### config.mk
export PLATFORM = sky130hd
export DESIGN_NAME = fifo
export DESIGN_NICKNAME = d
export VERILOG_FILES = /design/src/rtl/fifo_pkg.sv /design/src/rtl/fifo_mem.sv /design/src/rtl/fifo.sv
export SDC_FILE = /design/constraint.sdc
export NUM_CORES = 1
export LEC_CHECK = 0
export CAP_MARGIN = 20
export CORE_MARGIN = 1.5
export CORE_UTILIZATION = 55
export DETAILED_ROUTE_END_ITERATION = 16
export GPL_TIMING_DRIVEN = 0
export PLACE_DENSITY = 0.76
export SLEW_MARGIN = 5
export SYNTH_ARGS = -nofsm -noshare
export SYNTH_HDL_FRONTEND = slang
export SYNTH_SLANG_ARGS = --single-unit
### constraint.sdc
create_clock -name clk -period 7.03 [get_ports clk]
set_input_delay 2.109 -clock clk [delete_from_list [all_inputs] [get_ports clk]]
set_output_delay 2.109 -clock clk [all_outputs]
set_load 0.02 [all_outputs]
### src/rtl/fifo_pkg.sv
// Shared defaults and helpers for the first-word-fall-through FIFO.
package fifo_pkg;

  localparam int unsigned FIFO_WIDTH_DEFAULT = 96;
  localparam int unsigned FIFO_DEPTH_DEFAULT = 16;

  // Ceiling log2; usable in constant expressions for pointer widths.
  function automatic int unsigned clog2(input int unsigned n);
    int unsigned r;
    r = 0;
    while ((64'd1 << r) < 64'(n)) begin
      r++;
    end
    return r;
  endfunction

endpackage

### src/rtl/fifo_mem.sv
// FIFO storage: one synchronous write port, one asynchronous read port.
module fifo_mem
  import fifo_pkg::*;
#(
  parameter int unsigned WIDTH = FIFO_WIDTH_DEFAULT,
  parameter int unsigned DEPTH = FIFO_DEPTH_DEFAULT,
  parameter int unsigned AW    = clog2(DEPTH)
) (
  input  logic             clk,
  input  logic             we,
  input  logic [AW-1:0]    waddr,
  input  logic [WIDTH-1:0] wdata,
  input  logic [AW-1:0]    raddr,
  output logic [WIDTH-1:0] rdata
);

  logic [WIDTH-1:0] mem [DEPTH];

  // Contents are deliberately not reset; validity is tracked by the pointers.
  always_ff @(posedge clk) begin
    if (we) begin
      mem[waddr] <= wdata;
    end
  end

  assign rdata = mem[raddr];

endmodule

### src/rtl/fifo.sv
// Single-clock first-word-fall-through FIFO: head entry is always on dout, rd pops it.
module fifo
  import fifo_pkg::*;
#(
  parameter int unsigned WIDTH      = FIFO_WIDTH_DEFAULT,
  parameter int unsigned DEPTH      = FIFO_DEPTH_DEFAULT,
  parameter int unsigned AF_LEVEL   = DEPTH - 1,
  parameter int unsigned AE_LEVEL   = 1,
  parameter bit          SIM_CHECKS = 1'b1
) (
  input  logic             clk,
  input  logic             reset,
  input  logic [WIDTH-1:0] din,
  input  logic             wr,
  input  logic             rd,
  output logic [WIDTH-1:0] dout,
  output logic             full,
  output logic             empty,
  output logic             half_full,
  output logic             almost_full,
  output logic             almost_empty
);

  localparam int unsigned AW = clog2(DEPTH);

  localparam logic [AW:0]   FULL_CNT = (AW + 1)'(DEPTH);
  localparam logic [AW:0]   HALF_CNT = (AW + 1)'(DEPTH / 2);
  localparam logic [AW:0]   AF_CNT   = (AW + 1)'(AF_LEVEL);
  localparam logic [AW:0]   AE_CNT   = (AW + 1)'(AE_LEVEL);
  localparam logic [AW:0]   ONE_CNT  = (AW + 1)'(1);
  localparam logic [AW-1:0] ONE_PTR  = AW'(1);

  logic [AW-1:0]    wr_ptr_q, wr_ptr_d;
  logic [AW-1:0]    rd_ptr_q, rd_ptr_d;
  logic [AW:0]      count_q, count_d;
  logic             wr_en, rd_en;
  logic [WIDTH-1:0] head;

  // Flags decode registered count only; never the current wr/rd.
  assign full         = (count_q == FULL_CNT);
  assign empty        = (count_q == '0);
  assign half_full    = (count_q >= HALF_CNT);
  assign almost_full  = (count_q >= AF_CNT);
  assign almost_empty = (count_q <= AE_CNT);

  // A pop in the same cycle frees the slot a write into a full FIFO needs.
  assign wr_en = wr && (!full || rd);
  assign rd_en = rd && !empty;

  always_comb begin
    wr_ptr_d = wr_ptr_q;
    rd_ptr_d = rd_ptr_q;
    count_d  = count_q;
    if (wr_en) begin
      wr_ptr_d = wr_ptr_q + ONE_PTR;
    end
    if (rd_en) begin
      rd_ptr_d = rd_ptr_q + ONE_PTR;
    end
    unique case ({wr_en, rd_en})
      2'b10:   count_d = count_q + ONE_CNT;
      2'b01:   count_d = count_q - ONE_CNT;
      default: count_d = count_q;
    endcase
  end

  always_ff @(posedge clk) begin
    if (!reset) begin
      wr_ptr_q <= '0;
      rd_ptr_q <= '0;
      count_q  <= '0;
    end else begin
      wr_ptr_q <= wr_ptr_d;
      rd_ptr_q <= rd_ptr_d;
      count_q  <= count_d;
    end
  end

  fifo_mem #(
    .WIDTH(WIDTH),
    .DEPTH(DEPTH),
    .AW   (AW)
  ) u_mem (
    .clk  (clk),
    .we   (wr_en && reset),
    .waddr(wr_ptr_q),
    .wdata(din),
    .raddr(rd_ptr_q),
    .rdata(head)
  );

  assign dout = empty ? '0 : head;

  wr_while_full_a : assert property (@(posedge clk) disable iff (!SIM_CHECKS || !reset)
    !(wr && full && !rd))
    else $error("fifo: write while full without rd, word dropped");

  rd_while_empty_a : assert property (@(posedge clk) disable iff (!SIM_CHECKS || !reset)
    !(rd && empty))
    else $error("fifo: rd while empty ignored");

endmodule

==> reports/results.txt <==
The total half-perimeter wirelength after legalization and detailed placement was 89.0 mm. The remaining antenna violation count after routing was 0; the post-route cell area was 69200 sq um. The run gives 17.2 mW as the design internal power. The maximum clock frequency was 145 MHz; the violation count after the first detailed-routing iteration was 3501.

The run gives 0.157 ns as the final worst setup slack. The number of enable flip-flop cells after synthesis is 1536, and the total of endpoints with negative setup slack in the final report is 0. The run gives 23.9% as the normalized max-slew margin. TritonCTS built the clock tree.

Synthesized net count: 2580. Counting flops with an async set or reset pin after synthesis yields a share of 0%. For the number of hold violations in the final report, the log shows 0. The logs give 1553 for the number of sinks handled by clock tree synthesis and 6.54 mW for the net switching power. Global routing consumed, over all layers together, 26.6% of the routing resources. The run gives 21 as the initial antenna violation count.

The start point of the critical path is count_q[0]. Once placement finished, the instance area stood at 64400 sq um. STA puts the critical path data arrival time at 4.76 ns. The floorplan step set the die width to 331 um. Setup repair after global routing left no endpoint under its margin. Once the floorplan was initialized, standard cells occupied 55.8% of the core.

The share of synthesized area in the top cell type comes to 78.1%. The startpoint identified for the worst register-to-register timing path is count_q[0]. Maximum number of pins on one net before global-route repair: 24.

The worst setup path is launched from a register. The first-pass GRT wire length is 205 mm. After synthesis the cells add up to 59000 sq um.

For this run, design rule violations remaining after detail routing come to 0. The buffer cell driving the clock tree root is sky130_fd_sc_hd__clkbuf_16. The area enclosed by the die boundary is 109000 sq um, and the synthesized instance count is 2469. The area growth from synthesis to layout is 17.2%.

The wire length per cell after detailed routing is 32.4 um, and the number of flip-flops and latches in the synthesized netlist is 1553. The worst hold path begins at wr_ptr_q[3]. The fraction of layout instances using a drive strength above 1 works out to 28.0%. The run gives 3005 as the number of nets in the finished design. The clock network fraction of design power is 33.0%, and the number of iterations in the first detailed-routing pass is 5. For this block, the via count after detailed routing is 28600. Power spread over the standard cell area amounts to 343 nW/um^2. After clock tree synthesis, the setup repair step added 0 buffers.

The worst slack after detailed placement is 1.01 ns, and the average vias per placed instance is 6.48. The count of cells resized by post-cts repair is 0. The biggest area contributor in the post-synthesis netlist is sky130_fd_sc_hd__edfxtp_1.

By startpoint and endpoint, the worst setup path is classified as register to primary output. For the data required time of the worst path, the log shows 4.92 ns. Among all flip-flop cells after synthesis, the most frequent one is sky130_fd_sc_hd__edfxtp_1. The shortest clock period the worst path allows after layout was 6.87 ns; the worst-skew pair later-pin latency was 0.77 ns. The slew at the pin closest to its max-slew limit came out at 1.14 ns. The clock slew at the register clock pins of the worst setup and hold paths works out to 0.06 ns. Cell at the slowest stage of the critical path: sky130_fd_sc_hd__nor3_4. The type of destination of the critical path is a primary output.

For the aggregate global routing overflow, the log shows 0. Of the total power, the share spent switching nets is 27.6%. For this design the static power due to leakage is 21.0 nW.

Counting along the longest clock path gives a buffer depth of 3. On the worst path, the slowest cell contributes a delay of 0.71 ns. Final routed wirelength across all metal layers: 143 mm. The number of slew-limit violations in the final report was 0; the register area share after synthesis was 78.7%. The flow ran to the end, and the final reports show no timing, DRC or antenna violations. The max-capacitance violation count was 0. Classification of the worst-slack hold path: register to register.

Port buffering added 200 buffers. After clock tree synthesis, the flow added hold-fix buffers numbering 0. Average instance area after synthesis: 23.9 sq um. By area the synthesized netlist is led by sky130_fd_sc_hd__edfxtp_1 78%, sky130_fd_sc_hd__mux4_2 15%, sky130_fd_sc_hd__mux2i_1 1.7%. The die is 331 um tall. The signal on the critical path passes through inv_1 > ha_1 > or4b_1 > buf_2 > clkinv_2 > nor3_4 > clkbuf_1 > a22oi_1 > o21ai_1 > clkdlybuf4s50_1.

The floorplan step defined a core boundary enclosing 106000 sq um. The total power consumption of the routed design was 23.7 mW; the worst-path maximum fanout was 10. The run gives 23.5% as the combinational group share of total power. Routability-driven placement finished with a final weighted congestion of 0.758. The Yosys step of the flow raised 0 warnings. In this run, distinct cell masters in the synthesized netlist total 48. For the final database, setup skew stands at 0.0329 ns. IR analysis of the VDD net gives a maximum drop of 0.000216 V. The number of buffers created by CTS is 149, and the sequential fraction of design power is 43.5%. After layout, the worst path uses 97.8% of the clock period. For this design the top-level I/O count stands at 201.

Via count of the first global-routing pass: 29700. After floorplanning, the core was divided into 119 placement rows. The deepest level of the CTS H-tree is 4.
[cell usage after synthesis, types with 2 or more instances]
| library cell | count |
|---|---|
| sky130_fd_sc_hd__o21a_1 | 2 |
| sky130_fd_sc_hd__o21ai_1 | 90 |
| sky130_fd_sc_hd__nor3_1 | 2 |
| sky130_fd_sc_hd__edfxtp_1 | 1536 |
| sky130_fd_sc_hd__buf_2 | 73 |
| sky130_fd_sc_hd__clkbuf_1 | 31 |
| sky130_fd_sc_hd__and3_1 | 2 |
| sky130_fd_sc_hd__a21oi_1 | 3 |
| sky130_fd_sc_hd__a21boi_0 | 3 |
| sky130_fd_sc_hd__or2_2 | 3 |
| sky130_fd_sc_hd__buf_4 | 2 |
| sky130_fd_sc_hd__nand2b_1 | 2 |
| sky130_fd_sc_hd__nand2_1 | 11 |
| sky130_fd_sc_hd__xnor2_1 | 7 |
| sky130_fd_sc_hd__buf_1 | 13 |
| sky130_fd_sc_hd__nand3_1 | 5 |
| sky130_fd_sc_hd__mux4_2 | 383 |
| sky130_fd_sc_hd__inv_1 | 8 |
| sky130_fd_sc_hd__a22oi_2 | 70 |
| sky130_fd_sc_hd__dfxtp_1 | 17 |
| sky130_fd_sc_hd__ha_1 | 11 |
| sky130_fd_sc_hd__buf_6 | 12 |
| sky130_fd_sc_hd__and2_1 | 10 |
| sky130_fd_sc_hd__o21ai_0 | 7 |
| sky130_fd_sc_hd__mux2i_1 | 99 |
| sky130_fd_sc_hd__nand4_1 | 2 |
| sky130_fd_sc_hd__a22oi_1 | 25 |
| sky130_fd_sc_hd__nor2_1 | 20 |
[stage by stage]
step                TNS (ns)  util [%]  cells  hold slack [ns]
finish                     0      65.4   4416            0.536
global route               0      65.4   4411            0.546
CTS                        0      65.3   4405            0.525
detailed placement         0      60.8   4133            0.518
global placement    -8464.80      59.3   4060            0.481
floorplan              -4.18         -   2469            0.468
[placed cells by master (no fill, tap or decap), drive strengths merged, types with 3 or more instances in the layout]
cell           netlist  final
edfxtp            1536   1536
mux4               383    383
clkbuf              32    228
clkdlybuf4s50        0    200
buf                100    174
mux2i               99     99
o21ai               97     97
a22oi               95     95
clkinv               1     56
nor2                20     20
dfxtp               17     17
inv                  8     13
nand2               11     11
ha                  11     11
bufinv               0     11
diode                0     10
and2                10     10
xnor2                7      7
nand3                5      5
clkinvlp             0      5
a21oi                3      3
or2                  3      3
a21boi               3      3
nor3                 3      3
and3                 3      3
[area by class of cell]
class / instances / area, sq um
Sequential cell: 1553 / 46500
Clock buffer: 196 / 4050
Tap cell: 1391 / 1740
Multi-Input combinational cell: 775 / 12000
Inverter: 9 / 35.0
Clock inverter: 76 / 708
Timing Repair Buffer: 274 / 3520
Fill cell: 6357 / 36700
Buffer: 132 / 686
Antenna cell: 10 / 25.0
[path summary, 6_finish.rpt]
path | to | slack, ns | depth (start not counted)
worst max register to register | u_mem.mem[8][35] | 3.44 | 9
worst min-delay path | wr_ptr_q[3] | 0.54 | 2
worst min register to register | wr_ptr_q[3] | 0.54 | 2
worst max-delay path | dout[18] | 0.16 | 10
[power groups by stage]
stage | clock [mW] | sequential (mW) | combinational (mW)
finish | 7.83 | 10.3 | 5.59
global route | 8.24 | 10.3 | 5.88
CTS | 7.87 | 10.3 | 5.66
detailed placement | 0 | 10.5 | 5.60
global placement | 0 | 10.5 | 5.48
floorplan | 0 | 10.5 | 3.41
[sequential cells by signal, indices dropped and copies added (netlist names), named ones only]
signal     count
u_mem.mem   1536
count_q        5
rd_ptr_q       4
wr_ptr_q       4
[cells by family (layout without fill, tap and decap cells)]
| group | after synthesis | after routing | share of synthesized area, % |
|---|---|---|---|
| DFF | 1553 | 1553 | 78.7 |
| muxes | 482 | 482 | 16.3 |
| AOI/OAI and AO/OA | 205 | 205 | 2.78 |
| buffers and inverters | 141 | 687 | 1.22 |
| and+or+nand+nor | 69 | 69 | 0.644 |
| adders and majority gates | 11 | 11 | 0.233 |
| xor gates and xnor gates | 8 | 8 | 0.119 |
| other | 0 | 10 | 0 |
[metal layers]
metal	wire [um]	GRT usage, %	vias up
met3	11900	5.45	300
met4	4280	9.34	22
met2	75300	45.7	1567
li1	-	-	11500
met5	145	0	-
met1	51600	33.8	15300
[critical path, delay by kind of cell (launching register included)]
kind	cells	cell delay (ns)
flip-flops	1	0.50
AO/OA/AOI/OAI	2	0.54
adder cells (fa/ha/maj)	1	0.26
buffers and inverters	5	1.82
AND/OR/NAND/NOR	2	0.89
Power figures use the tool's default switching activity.
